--- src/rtl/cpu_pkg.sv ---
// Shared execute-stage definitions: multiply/divide op encodings, control states,
// register-index width.
package cpu_pkg;

  localparam int unsigned REG_IDX_W = 3;

  localparam logic [1:0] MDU_MUL  = 2'b00;
  localparam logic [1:0] MDU_MULH = 2'b01;
  localparam logic [1:0] MDU_DIV  = 2'b10;
  localparam logic [1:0] MDU_MOD  = 2'b11;

  typedef enum logic [1:0] {
    IDLE = 2'd0,
    RUN  = 2'd1,
    DONE = 2'd2
  } mdu_state_e;

endpackage

--- src/rtl/mul_div_unit.sv ---
// Fixed-latency unsigned multiply/divide unit; one shared 2*WIDTH shift register
// serves shift-add multiply and restoring divide, chosen by the latched op.
module mul_div_unit
  import cpu_pkg::*;
#(
  parameter int unsigned WIDTH = 16,
  parameter int unsigned CNT_W = 5
) (
  input  logic                 CLK,
  input  logic                 reset,
  input  logic                 start,
  input  logic [1:0]           op,
  input  logic [WIDTH-1:0]     a,
  input  logic [WIDTH-1:0]     b,
  input  logic [REG_IDX_W-1:0] dst,
  output logic                 busy,
  output logic                 done,
  output logic                 wr_en,
  output logic [REG_IDX_W-1:0] wr_addr,
  output logic [WIDTH-1:0]     result,
  output logic                 div_by_zero
);

  localparam int unsigned AW = 2 * WIDTH;

  mdu_state_e           r_state, w_state_nxt;
  logic [CNT_W-1:0]     r_cnt, w_cnt_nxt;
  logic [AW-1:0]        r_acc, w_acc_nxt;
  logic [WIDTH-1:0]     r_a, w_a_nxt;
  logic [WIDTH-1:0]     r_b, w_b_nxt;
  logic [1:0]           r_op, w_op_nxt;
  logic [REG_IDX_W-1:0] r_dst, w_dst_nxt;
  logic                 r_busy, w_busy_nxt;
  logic                 r_done, w_done_nxt;
  logic [REG_IDX_W-1:0] r_wr_addr, w_wr_addr_nxt;
  logic [WIDTH-1:0]     r_result, w_result_nxt;
  logic                 r_dbz, w_dbz_nxt;

  // Multiply step: conditionally add multiplicand into the high half, shift right.
  logic [WIDTH:0]  w_mul_sum;
  logic [AW-1:0]   w_mul_step;
  assign w_mul_sum  = {1'b0, r_acc[AW-1:WIDTH]} + (r_acc[0] ? {1'b0, r_a} : (WIDTH+1)'(0));
  assign w_mul_step = {w_mul_sum, r_acc[WIDTH-1:1]};

  // Divide step: shift remainder/quotient left, subtract divisor when it fits.
  logic [WIDTH:0]  w_rem_sh;
  logic            w_fits;
  logic [AW-1:0]   w_div_step;
  assign w_rem_sh   = r_acc[AW-1:WIDTH-1];
  assign w_fits     = (w_rem_sh >= {1'b0, r_b});
  assign w_div_step = {(w_fits ? (w_rem_sh[WIDTH-1:0] - r_b) : w_rem_sh[WIDTH-1:0]),
                       r_acc[WIDTH-2:0], w_fits};

  logic [AW-1:0]    w_step;
  logic             w_b_zero;
  logic [WIDTH-1:0] w_final;
  assign w_step   = r_op[1] ? w_div_step : w_mul_step;
  assign w_b_zero = (r_b == '0);

  // Result extraction from the post-final-iteration register, with b=0 overrides.
  always_comb begin
    w_final = w_step[WIDTH-1:0];
    case (r_op)
      MDU_MUL:  w_final = w_step[WIDTH-1:0];
      MDU_MULH: w_final = w_step[AW-1:WIDTH];
      MDU_DIV:  w_final = w_b_zero ? {WIDTH{1'b1}} : w_step[WIDTH-1:0];
      MDU_MOD:  w_final = w_b_zero ? r_a : w_step[AW-1:WIDTH];
      default:  w_final = w_step[WIDTH-1:0];
    endcase
  end

  // Next-state and registered-output logic.
  always_comb begin
    w_state_nxt   = r_state;
    w_cnt_nxt     = r_cnt;
    w_acc_nxt     = r_acc;
    w_a_nxt       = r_a;
    w_b_nxt       = r_b;
    w_op_nxt      = r_op;
    w_dst_nxt     = r_dst;
    w_busy_nxt    = r_busy;
    w_done_nxt    = 1'b0;
    w_wr_addr_nxt = r_wr_addr;
    w_result_nxt  = r_result;
    w_dbz_nxt     = r_dbz;
    case (r_state)
      IDLE: begin
        if (start) begin
          w_a_nxt     = a;
          w_b_nxt     = b;
          w_op_nxt    = op;
          w_dst_nxt   = dst;
          w_acc_nxt   = {{WIDTH{1'b0}}, (op[1] ? a : b)};
          w_cnt_nxt   = '0;
          w_busy_nxt  = 1'b1;
          w_state_nxt = RUN;
        end
      end
      RUN: begin
        w_acc_nxt = w_step;
        w_cnt_nxt = r_cnt + CNT_W'(1);
        if (r_cnt == CNT_W'(WIDTH - 1)) begin
          w_result_nxt  = w_final;
          w_dbz_nxt     = r_op[1] & w_b_zero;
          w_wr_addr_nxt = r_dst;
          w_done_nxt    = 1'b1;
          w_state_nxt   = DONE;
        end
      end
      DONE: begin
        w_busy_nxt  = 1'b0;
        w_state_nxt = IDLE;
      end
      default: begin
        w_busy_nxt  = 1'b0;
        w_state_nxt = IDLE;
      end
    endcase
  end

  always_ff @(posedge CLK or posedge reset) begin
    if (reset) begin
      r_state   <= IDLE;
      r_cnt     <= '0;
      r_acc     <= '0;
      r_a       <= '0;
      r_b       <= '0;
      r_op      <= '0;
      r_dst     <= '0;
      r_busy    <= 1'b0;
      r_done    <= 1'b0;
      r_wr_addr <= '0;
      r_result  <= '0;
      r_dbz     <= 1'b0;
    end else begin
      r_state   <= w_state_nxt;
      r_cnt     <= w_cnt_nxt;
      r_acc     <= w_acc_nxt;
      r_a       <= w_a_nxt;
      r_b       <= w_b_nxt;
      r_op      <= w_op_nxt;
      r_dst     <= w_dst_nxt;
      r_busy    <= w_busy_nxt;
      r_done    <= w_done_nxt;
      r_wr_addr <= w_wr_addr_nxt;
      r_result  <= w_result_nxt;
      r_dbz     <= w_dbz_nxt;
    end
  end

  assign busy        = r_busy;
  assign done        = r_done;
  assign wr_en       = r_done;
  assign wr_addr     = r_wr_addr;
  assign result      = r_result;
  assign div_by_zero = r_dbz;

endmodule

--- config.mk ---
export PLATFORM = sky130hd
export DESIGN_NAME = mul_div_unit
export DESIGN_NICKNAME = d
export VERILOG_FILES = /design/src/rtl/cpu_pkg.sv /design/src/rtl/mul_div_unit.sv
export SDC_FILE = /design/constraint.sdc
export NUM_CORES = 1
export LEC_CHECK = 0
export ABC_AREA = 1
export CELL_PAD_IN_SITES_DETAIL_PLACEMENT = 0
export CELL_PAD_IN_SITES_GLOBAL_PLACEMENT = 1
export CORE_MARGIN = 5
export CORE_UTILIZATION = 45
export DETAILED_ROUTE_END_ITERATION = 16
export GPL_ROUTABILITY_DRIVEN = 1
export PLACE_DENSITY_LB_ADDON = 0.3
export SLEW_MARGIN = 5
export SYNTH_ARGS = -nofsm -noshare
export SYNTH_HDL_FRONTEND = slang
export SYNTH_SLANG_ARGS = --single-unit
--- constraint.sdc ---
create_clock -name CLK -period 6 [get_ports CLK]
set_input_delay 0.6 -clock CLK [delete_from_list [all_inputs] [get_ports CLK]]
set_output_delay 0.6 -clock CLK [all_outputs]
set_load 0.01 [all_outputs]
======== Word level (Yosys, flattened, before mapping) ========
Index checks and enable logic that the tools add are counted.
Widths: inputs -> output; s select.
cells by class
  $lt $le $gt $ge ......................... 1
  reductions and logical operators ........ 9
  add/sub/neg operators ................... 3
  muxes and demuxes ....................... 18
  equal/unequal tests ..................... 7
  bitwise operators ....................... 2
operators by type and width
  operator             number
  $mux 16              5
  $mux 32              2
  $pmux 16 s4          1
  $pmux 32 s2          1
  $add 16x16->17       1
  $ge 17x16->1         1
  $logic_not 16->1     1
  $sub 16x16->16       1
  $pmux 5 s2           1
  $reduce_and 2->1     5
  $add 5x1->5 const B  1
  $eq 5x4->1 const B   1
  $mux 5               1
  $eq 2x1->1 const B   2
  $eq 2x2->1 const B   2
  $logic_not 2->1      2
  $mux 2               2
  $ne 2x2->1 const B   2
  $pmux 2 s2           1
  $mux 1               3
  $pmux 1 s2           1
  $reduce_bool 2->1    1
  $and 1x1->1          1
  $not 1->1            1
storage, ports and cells
  logic and storage cells ................. 52
  input bits .............................. 40
  register bits ........................... 98

======== Longest topological paths before layout ========
  word-level depth ........................ 5
  gate-level depth with buffers ........... 19
  mapped depth without buffers ............ 18

======== Worst setup path after synthesis ========
Ideal clock, no wire load.
  path type ............................... register to register
  from .................................... reg r_acc[0]
  to ...................................... reg r_result[7], in the netlist result[7]
  clock period less this slack ............ 2300 ps
  arrival ................................. 2184 ps
  data required time ...................... 5883 ps
  stages on the path, launching flop included .. 18
  library setup time ...................... 117 ps
  setup slack ............................. 3700 ps
  cells stage by stage .................... dfrtp_1 > clkbuf_1 > buf_1 > nand2_1 > inv_1 > ha_1 > a21oi_1 > nor2_1 > nor2_1 > nand2_1 > a21oi_1 > o21ai_0 > nand3_1 > nand2_1 > nand2_1 > nand2_1 > nand2_1 > nand2_1
between the ends
  word-level cells in the longest chain between the ends .. 5
ends and longest elaborated chain
  what                      RTL line             text
  start: declaration        mul_div_unit.sv:28   logic [AW-1:0] r_acc, w_acc_nxt;
  start signal: assignment  mul_div_unit.sv:138  r_acc <= w_acc_nxt;
  $mux 16 (*)               mul_div_unit.sv:42   assign w_mul_sum = {1'b0, r_acc[AW-1:WIDTH]} + (r_acc[0] ? {1'b0, r_a} : (WIDTH+1)'(0));
  $add 16x16->17 (*)        mul_div_unit.sv:42
  $mux 32 (*)               mul_div_unit.sv:57   assign w_step = r_op[1] ? w_div_step : w_mul_step;
  $mux 16                   mul_div_unit.sv:67   MDU_MOD: w_final = w_b_zero ? r_a : w_step[AW-1:WIDTH];
  $pmux 16 s4 (*)           mul_div_unit.sv:63   case (r_op)
  end signal: assignment    mul_div_unit.sv:146  r_result <= w_result_nxt;
  end: declaration          mul_div_unit.sv:36   logic [WIDTH-1:0] r_result, w_result_nxt;
Every way passes the cells marked *; elsewhere a longest branch is shown, timed or not.
A chain may end at the register's enable or synchronous reset.

======== Worst setup path in the final report ========
  from .................................... reg r_state[1]
  to ...................................... reg r_acc[1]
between the ends
  word-level cells in the longest chain between the ends .. 3
  elaborated cells between the ends (all ways) .. 6
  classes of those cells .................. eq/ne (2); mux (1); reduce/logical (3)
ends and longest elaborated chain
  what                                                                     RTL line             text
  start: declaration                                                       mul_div_unit.sv:26   mdu_state_e r_state, w_state_nxt;
  start signal: assignment                                                 mul_div_unit.sv:136  r_state <= w_state_nxt;
  $eq 2x1->1 / $logic_not 2->1 (equally long branches)                     mul_div_unit.sv:86   case (r_state)
  $reduce_bool 2->1 (no source line) / $ne 2x2->1 (equally long branches)  -
  $reduce_and 2->1 (no source line)                                        -
Parallel ways exist; a longest one is shown, timed or not.

==> metrics.md <==
| Metric | Value |
|---|---|
| Vias per cell | `5.43` |
| # DRC | `0` |
| CTS sink cnt | `98` |
| HP Class | `flip-flop to flip-flop` |
| Leak pwr | `4.38 nW` |
| Number of buffers created by CTS | `9` |
| Drt total wl | `23,600 um` |
| Area delta synth->final | `14.5%` |
| Net count, final | `1,174` |
| Buffers added on ports | `62` |
| CP bufs+invs | `3` |
| Count of final hold-check violations | `0` |
| Antenna Nets Post-Route | `0` |
| Max Freq | `269 MHz` |
| Synth Register Bits | `98` |
| Sw Pwr | `between 3 and 4 mW` |
| Hold-fix buffers, CTS | `0` |
| CTS tree | `yes` |
| Final Hold Slack | `approximately 0.47 ns` |
| Worst-Margin Slew | `0.921 ns` |
| Setup_tns | `0 ns` |
| Avg Inst Size Synth | `6.86 sq um` |
| Combinational Power Share | `about 66%` |
| Filler Cell Count | `roughly 1.6k` |
| Crit path max-delay cell type | `nor2_1` |
| Share of layout cells above drive strength 1 | `5.89%` |
| VDD IR max | `253 uV` |
| Fin Clk Skew | `0.0103 ns` |
| Crit end category | `flip-flop` |
| Core ar. | `15,900 sq um` |
| Clock root cell | `clkbuf_16` |
| Critical path's largest stage delay | `roughly 0.84 ns` |
| Mapped Cells | `1,064` |
| Syn nets | `1,140` |
| Cell Chain, Critical Path | `inv_1 > nand2_1 > clkinv_1 > nor2_1 > inv_1 > o221ai_1` |
| Setup violators final | `0` |
| Critical Path RT | `6.25 ns` |
| CTS Buffer Depth | `2` |
| Unrepaired setup endpoints after global routing | `no` |
| Die ar. | `18,900 sq um` |
| Final worst-path cycle share | `approximately 62%` |
| Synth async-reset ratio | `100%` |
| P per Cell Area | `690 nW/um^2` |
| Critical path class | `flip-flop to flip-flop` |
| Clk Latency, worst-skew pair | `0.35 ns` |
| # IOs | `between 60 and 70` |
| Detail Placement HPWL | `between 15,000 and 20,000 um` |
| Slew headroom | `38.5%` |
| Post-synth EDFFs | `0` |
| Initial antenna violation count | `0` |
| Post-CTS Resized | `0` |
| GRT Overall Usage | `26.0%` |
| Number of iterations in the first detailed-routing pass | `5` |
| Clk network pwr share | `11.3%` |
| Clock-pin transition on the worst setup and hold timing paths | `~0.070 ns` |
| Minimum clock period | `3.71 ns` |
| Row Count | `46` |
| Initial DRC Count | `593` |
| Die width | `137 um` |
| DIE HEIGHT | `approximately 140 um` |
| Routability cong. | `0.917` |
| Startpoint Class | `flip-flop` |
| First-pass GRT wire length | `about 37,000 um` |
| Pins Over Slew Limit | `0` |
| Mapped cell area | `7300 sq um` |
| Most used DFF post-synth | `dfrtp_1` |
| Switching part of the total power | `53.7%` |
| Max cap viols | `0` |
| Run status | `finished, final reports clean` |
| Sequential share of power | `~22%` |
| Highest-count cells in the layout ignoring fill and taps | `nand2_1, inv_1, dfrtp_1` |
| Vias in the first global route | `about 6.8k` |
| Worst Path Max Fanout | `25` |
| Initial Utilization | `45.9%` |
| Overflow after GRT | `0` |
| Tot Pwr | `5.77 mW` |
| Commonest non-fill, non-tap cell in the layout | `nand2_1` |
| DR WL/cell | `between 15 and 20 um` |
| Yosys warns | `0` |
| Seq/Total Area, Yosys | `33.6%` |
| CP arrival | `3.96 ns` |
| Antenna Cells | `0` |
| Largest net degree at the start of global routing | `64` |
| H-tree depth | `3` |
| Via count | `7,162` |
| Synth cell types | `47` |
| Cell family with most CP delay | `simple AND/OR/NAND/NOR gates` |
| Post-CTS setup buffers | `0` |
| Internal power | `2.67 mW` |
| Top cell by count, worst path | `inv_1` |
worst paths after layout:
| check | from | cells past startpoint | end | slack, ns |
|---|---|---|---|---|
| max | r_state[1]$_DFFE_PP0P_ | 6 | r_acc[1]$_DFFE_PP0P_ | 2.29 |
| min | r_dst[2]$_DFFE_PP0P_ | 2 | wr_addr[2]$_DFFE_PP0P_ | 0.47 |
| max reg2reg | r_state[1]$_DFFE_PP0P_ | 6 | r_acc[1]$_DFFE_PP0P_ | 2.29 |
| min reg2reg | r_dst[2]$_DFFE_PP0P_ | 2 | wr_addr[2]$_DFFE_PP0P_ | 0.47 |
| max in group asynchronous | reset | 3 | r_op[1]$_DFFE_PP0P_ | 4.21 |
| min in group asynchronous | reset | 2 | r_b[6]$_DFFE_PP0P_ | 0.65 |
metal layers:
| layer | routed length, um | GRT usage [%] | share of wire, % |
|---|---|---|---|
| met3 | 1400 | 3.58 | 6.0 |
| met4 | 735 | 8.87 | 3.1 |
| met5 | 0 | 0 | 0 |
| met2 | 10600 | 40.4 | 45 |
| met1 | 10800 | 37.2 | 46 |
cells in the mapped netlist, types with 7 or more instances:
cell type  count  area (sq um)
nand2_1      337          1260
clkbuf_1      26          97.6
o22ai_1        7          43.8
inv_1        153           574
dfrtp_1       98          2450
buf_1          8          30.0
o221ai_1      16           140
ha_1          34           425
o21ai_0       95           475
nand3_2       15           150
o211ai_1      15           113
a21oi_1       35           175
nor2_1        43           161
nand4_1       13          81.3
nand2_2        7          43.8
nand3_1       94           470
worst register-to-register path: cells and delay by family, from the launching register on:
family                 cells  cell delay (ns)
DFF                        1             0.32
buffers and inverters      3             1.42
and+or+nand+nor            2             1.51
AOI/OAI and AO/OA          1             0.35
final cells by class:
type | count | area [sq um] | area share, %
clock buffer | 10 | 239 | 2.86
clock inverter | 6 | 96.3 | 1.15
multi-input combinational | 763 | 4040 | 48.3
inverter | 159 | 599 | 7.17
sequential | 98 | 2450 | 29.4
tap | 216 | 270 | 3.23
timing repair buffer | 67 | 658 | 7.88
metrics by stage:
stage          std cells  setup WS (ns)  instance area [sq um]  utilization [%]
6_report            1319           2.29                   8350             52.6
5_1_grt             1319           1.83                   8350             52.6
4_1_cts             1319           2.27                   8350             52.6
3_5_place_dp        1303           2.32                   8020             50.5
3_3_place_gp        1303           2.42                   8020             50.5
2_1_floorplan       1064           2.84                   7300                -
sequential cells by signal, indices dropped and copies added (netlist names), 2 cells and up:
name and count:
wr_addr 3, r_op 2, r_a 16, r_cnt 5, r_acc 32, r_dst 3, r_b 16, r_state 2
result 16
cells by family after synthesis:
| logic type | after synthesis | synth area share, % |
|---|---|---|
| AO/OA/AOI/OAI | 191 | 15.6 |
| buffers and inverters | 203 | 11.1 |
| adder cells (fa/ha/maj) | 36 | 6.38 |
| XOR/XNOR | 8 | 0.960 |
| AND/OR/NAND/NOR | 528 | 32.4 |
| flip-flops | 98 | 33.6 |
power groups by stage:
stage	clock [mW]	sequential, mW	combinational [mW]
after global routing	0.683	1.32	4.30
after detailed placement	0	1.29	3.75
after CTS	0.654	1.28	3.78
after global placement	0	1.29	3.73
final	0.651	1.29	3.82
after floorplan	0	1.16	2.85
Note: power is estimated with default switching activity, not from simulation.
